**config.mk**
```make
export PLATFORM = sky130hd
export DESIGN_NAME = reset_req_multi
export DESIGN_NICKNAME = d
export VERILOG_FILES = /design/src/rtl/reset_req_multi.sv
export SDC_FILE = /design/constraint.sdc
export NUM_CORES = 1
export LEC_CHECK = 0
export CORE_MARGIN = 3
export CORE_UTILIZATION = 35
export DETAILED_ROUTE_END_ITERATION = 8
export DONT_BUFFER_PORTS = 1
export PLACE_DENSITY = 0.61
export SLEW_MARGIN = 20
export SYNTH_ARGS = -nofsm -noshare
export SYNTH_HDL_FRONTEND = slang
export SYNTH_SLANG_ARGS = --single-unit
```
**constraint.sdc**
```tcl
create_clock -name clk -period 2.65 [get_ports clk]
set_clock_uncertainty 0.15 [all_clocks]
set_input_delay 0.53 -clock clk [delete_from_list [all_inputs] [get_ports clk]]
set_output_delay 0.53 -clock clk [all_outputs]
set_load 0.02 [all_outputs]
```
**src/rtl/reset_req_multi.sv**
```systemverilog
// Multi-source reset request aggregator and pulse extender.
// Board-level active-low reset requests are synchronised and gated by a
// per-channel enable. Any active request raises one registered reset
// request towards the SoC. The request is held for EXTEND_COUNT ce ticks
// after the last request releases. A hold-off window follows, during which
// new requests are ignored. A sticky cause mask records which channels
// raised or held the request.
module reset_req_multi #(
   parameter int CHANNELS      = 4,
   parameter int CNT_WIDTH     = 4,
   parameter int EXTEND_COUNT  = 3,
   parameter int HOLDOFF_COUNT = 2
) (
   input  logic                clk,
   input  logic                rst_n,
   input  logic                ce,
   input  logic [CHANNELS-1:0] reset_req_n,
   input  logic [CHANNELS-1:0] enable,
   input  logic                cause_clear,
   output logic                reset_req_out,
   output logic [CHANNELS-1:0] cause,
   output logic                busy
);

   // State encoding. busy is the registered "state != IDLE" flag.
   localparam logic [1:0] ST_IDLE    = 2'd0;
   localparam logic [1:0] ST_ASSERT  = 2'd1;
   localparam logic [1:0] ST_HOLDOFF = 2'd2;

   localparam logic [CNT_WIDTH-1:0] EXT_CMP  = CNT_WIDTH'(EXTEND_COUNT);
   localparam logic [CNT_WIDTH-1:0] HOLD_CMP = CNT_WIDTH'(HOLDOFF_COUNT);
   localparam logic [CNT_WIDTH-1:0] CNT_ONE  = CNT_WIDTH'(1);

   logic [CHANNELS-1:0]  sync1_q;
   logic [CHANNELS-1:0]  sync2_q;
   logic [CHANNELS-1:0]  req;
   logic                 any_req;

   logic [1:0]           state_q;
   logic [1:0]           state_d;
   logic [CNT_WIDTH-1:0] cnt_q;
   logic [CNT_WIDTH-1:0] cnt_d;
   logic                 out_d;
   logic [CHANNELS-1:0]  capture;
   logic [CHANNELS-1:0]  cause_d;

   // Two-flop synchroniser. It resets to "no request" (all ones).
   always_ff @(posedge clk or negedge rst_n) begin
      if (!rst_n) begin
         sync1_q <= '1;
         sync2_q <= '1;
      end else begin
         sync1_q <= reset_req_n;
         sync2_q <= sync1_q;
      end
   end

   // The enable is applied after the synchroniser. Dropping an enable
   // therefore takes effect on the very next clock.
   assign req     = ~sync2_q & enable;
   assign any_req = |req;

   // Next-state, counter, output and cause-capture decode.
   always_comb begin
      state_d = state_q;
      cnt_d   = cnt_q;
      out_d   = reset_req_out;
      capture = '0;
      case (state_q)
         ST_IDLE: begin
            out_d = 1'b0;
            if (any_req) begin
               state_d = ST_ASSERT;
               out_d   = 1'b1;
               cnt_d   = '0;
               capture = req;
            end
         end
         ST_ASSERT: begin
            out_d   = 1'b1;
            capture = req;
            if (any_req) begin
               cnt_d = '0;
            end else if (cnt_q == EXT_CMP) begin
               out_d   = 1'b0;
               cnt_d   = '0;
               state_d = (HOLDOFF_COUNT == 0) ? ST_IDLE : ST_HOLDOFF;
            end else if (ce) begin
               cnt_d = cnt_q + CNT_ONE;
            end
         end
         ST_HOLDOFF: begin
            out_d = 1'b0;
            if (cnt_q == HOLD_CMP) begin
               state_d = ST_IDLE;
               cnt_d   = '0;
            end else if (ce) begin
               cnt_d = cnt_q + CNT_ONE;
            end
         end
         default: begin
            state_d = ST_IDLE;
            cnt_d   = '0;
            out_d   = 1'b0;
         end
      endcase
      // A capture in the same cycle as a clear wins for the captured bits.
      cause_d = (cause_clear ? '0 : cause) | capture;
   end

   // FSM, counter and registered outputs.
   always_ff @(posedge clk or negedge rst_n) begin
      if (!rst_n) begin
         state_q       <= ST_IDLE;
         cnt_q         <= '0;
         reset_req_out <= 1'b0;
         cause         <= '0;
         busy          <= 1'b0;
      end else begin
         state_q       <= state_d;
         cnt_q         <= cnt_d;
         reset_req_out <= out_d;
         cause         <= cause_d;
         busy          <= (state_d != ST_IDLE);
      end
   end

endmodule
```
==> flow_summary.toml <==
[route]
antenna_left = 0
vias = 543
drtPass1Iterations = 4
drt-wirelength-per-cell_um = 12.9
drt_iter0_markers = 7
drt-total-wl_mm = 1.43
drc_errors = 0
vias_per_cell = 4.89

[logic_synthesis]
ys.flop_type = "dfrtp_1"
synth.cell_area_um2 = 890
synth_area_leaders = "dfrtp_1 (34%), dfstp_2 (24%), ha_1 (8.4%)"
syn-num-nets = 96
synth_top_area_cell = "dfrtp_1"
yosys_warnings = 0
yosysSeqAreaShare_pct = 57.4
synth_seq_cells = 20
syn_avg_cell_area_um2 = 11.4
synth.top_cell.area_share_pct = 33.8
synth_cell_types = 24
synthTopCellsByCount = "dfrtp_1 (12), inv_1 (9), dfstp_2 (8), ha_1 (6), nor2_1 (6)"
async_reset_ff_share_pct = 100
synth_edf_count = 0
yosysMostFrequentCell = "dfrtp_1"
synthCells = 78

[cts]
htree_levels = 1
cts_buffers = 3
cts_tree = "built"
clkSlewWorstSetupHoldPaths_ns = 0.12
clock_path_buffers = 2
cts-root-buf = "clkbuf_4"
clkSinkCount = 20
clock_latency_ns = 0.30

[setup_path]
r2r-start = "cnt_q[1]"
critPathCaptureType = "register"
arrival_ns = 2.11
cp_common_cell = "and3_4"
worst_setup_path_start_kind = "register"
crit_chain = "ha_1 -> or3b_4 -> and3_4 -> a22o_1 -> and3_4 -> mux2_2"
critPathLaunch = "cnt_q[1]"
critical-path-top-delay-family = "simple AND/OR/NAND/NOR gates"
critPathMaxFanout = 4
criticalPathCategory = "register to register"
required_ns = 2.69
crit_buf_inv = 0
slowest_stage = "dfrtp_1"
crit_path_max_incr_delay_ns = 0.41

[floorplan]
die_w_um = 56.4
initial_core_util_pct = 38.4
core_um2 = 2320
fp.dieH_um = 56.4
io_pins = 18
die_area_um2 = 3180
num_rows = 17

[grt]
grt_pass1_vias = 564
grt_first_pass_wirelength_mm = 2.55
grt.overflow.total = 0
antenna_found_initial = 0
grt_max_degree = 21
grt.total_usage_pct = 10.3

[job]
drv_cap = 0

[power_and_ir_drop]
leakagePower_uw = 0.000444
ir_worst_vdd_mv = 0.464
power.total_uw = 853
powerDensity_nw_per_um2 = 865

[placement]
gp_congestion = 0.841
port-buffer-count = 0
place_inst = 106
dp_hpwl_mm = 1.08

[layout]
nNetsFinal = 102
num_antenna_cells = 0
nFillCells = 213
post_route_cells_drive_above_1_share_pct = 19.3
multi_input_area_um2 = 345
areaGrowthSynthToFinish_pct = 11.0
fin_cells = 111
ff_latch_area_um2 = 510

[worst_hold_path]
min-delay-start = "reset_req_n[3]"
hp-class = "input pin to register"

[sta]
maxSlewViolCount = 0
worst_pin_slew_ns = 0.857
relSlewSlack_pct = 42.7
setup_tns_ns = 0
hold_viol = 0
post-route-period-util_pct = 78.1
rsz0062_at_grt = "no"
fin_crit_ns = 2.07
finalSetupViolations = 0
fmax_mhz = 483

[run_status]
outcome = "complete, no violations"
-- final timing paths --
| path | cells after the start | slack (ns) | end |
|---|---|---|---|
| worst min-delay path | 0 | 0.06 | sync1_q[3] |
| worst max-delay path | 6 | 0.58 | cnt_q[0] |
| max in group asynchronous | 1 | 1.20 | busy |
| worst min register to register | 0 | 0.21 | sync2_q[1] |
| min in group asynchronous | 1 | 0.62 | cause[1] |
| worst max register to register | 6 | 0.58 | cnt_q[0] |
-- per-stage QoR --
| step | area (um^2) | utilization (%) | worst slack [ns] | hold WS (ns) |
|---|---|---|---|---|
| after global placement | 925 | 39.9 | 0.638 | 0.0848 |
| after global routing | 987 | 42.6 | 0.370 | 0.0346 |
| final | 987 | 42.6 | 0.580 | 0.0580 |
| after floorplan | 890 | - | 0.681 | 0.0844 |
| after CTS | 987 | 42.6 | 0.576 | 0.0416 |
| after detailed placement | 925 | 39.9 | 0.596 | 0.0848 |
-- logic make-up after synthesis --
| kind of cell | share of synthesized area, % |
|---|---|
| fa+ha+maj | 8.44 |
| flops | 57.4 |
| mux | 1.27 |
| buf+inv | 3.80 |
| compound gates | 12.0 |
| simple gates | 17.2 |
-- flip-flops by register name, summed over array words and instances, names as in the netlist --
signal and flops:
reset_req_out 1, cnt_q 4, cause 4, sync2_q 4, sync1_q 4, state_q 2, busy 1
-- layout by cell type (no fill, tap or decap) --
cell	n
a21boi_0	1
and2_1	1
a221oi_1	1
o22ai_1	4
and4_1	1
clkbuf_4	3
nand4_1	2
nor2_1	6
a22o_1	2
dfrtp_1	12
nand2_1	5
a21o_1	1
or4_1	2
o21ai_0	3
a21oi_1	2
ha_1	6
dfstp_2	8
and3_4	2
nand2b_1	4
dlygate4sd3_1	1
o21bai_1	1
nand3_1	2
or3b_4	1
mux2_2	1
bufinv_16	1
inv_1	9
a22oi_1	1
-- layer usage --
metal,track usage (%),vias to the layer above,share of wire (%)
met5,0,-,0
met4,5.08,0,1.9
li1,-,280,-
met1,12.7,248,45
met2,16.2,11,48
met3,3.45,4,5.5
-- report_power, final --
| group | switching [uW] | leakage [uW] | internal, uW |
|---|---|---|---|
| logic | 102 | 0.000178 | 80.5 |
| registers | 65.7 | 0.000238 | 357 |
| clock network | 95.9 | 0.0000279 | 153 |
-- repair_timing --
action | 4_1_cts | 5_1_grt
hold endpoints to repair | 20 | 0
resized for setup | 0 | 0
setup buffers | 0 | 0
hold buffers | 1 | 0
-- area by class of cell --
type	instances	share of cell area, %
clock buffers	3	2.28
clock inverters	1	3.04
inverters	9	3.42
multi-input cells	49	35.0
flip-flops and latches	20	51.7
well taps	28	3.55
repair buffers	1	1.01
No activity file was read; power rests on OpenSTA's default activity.
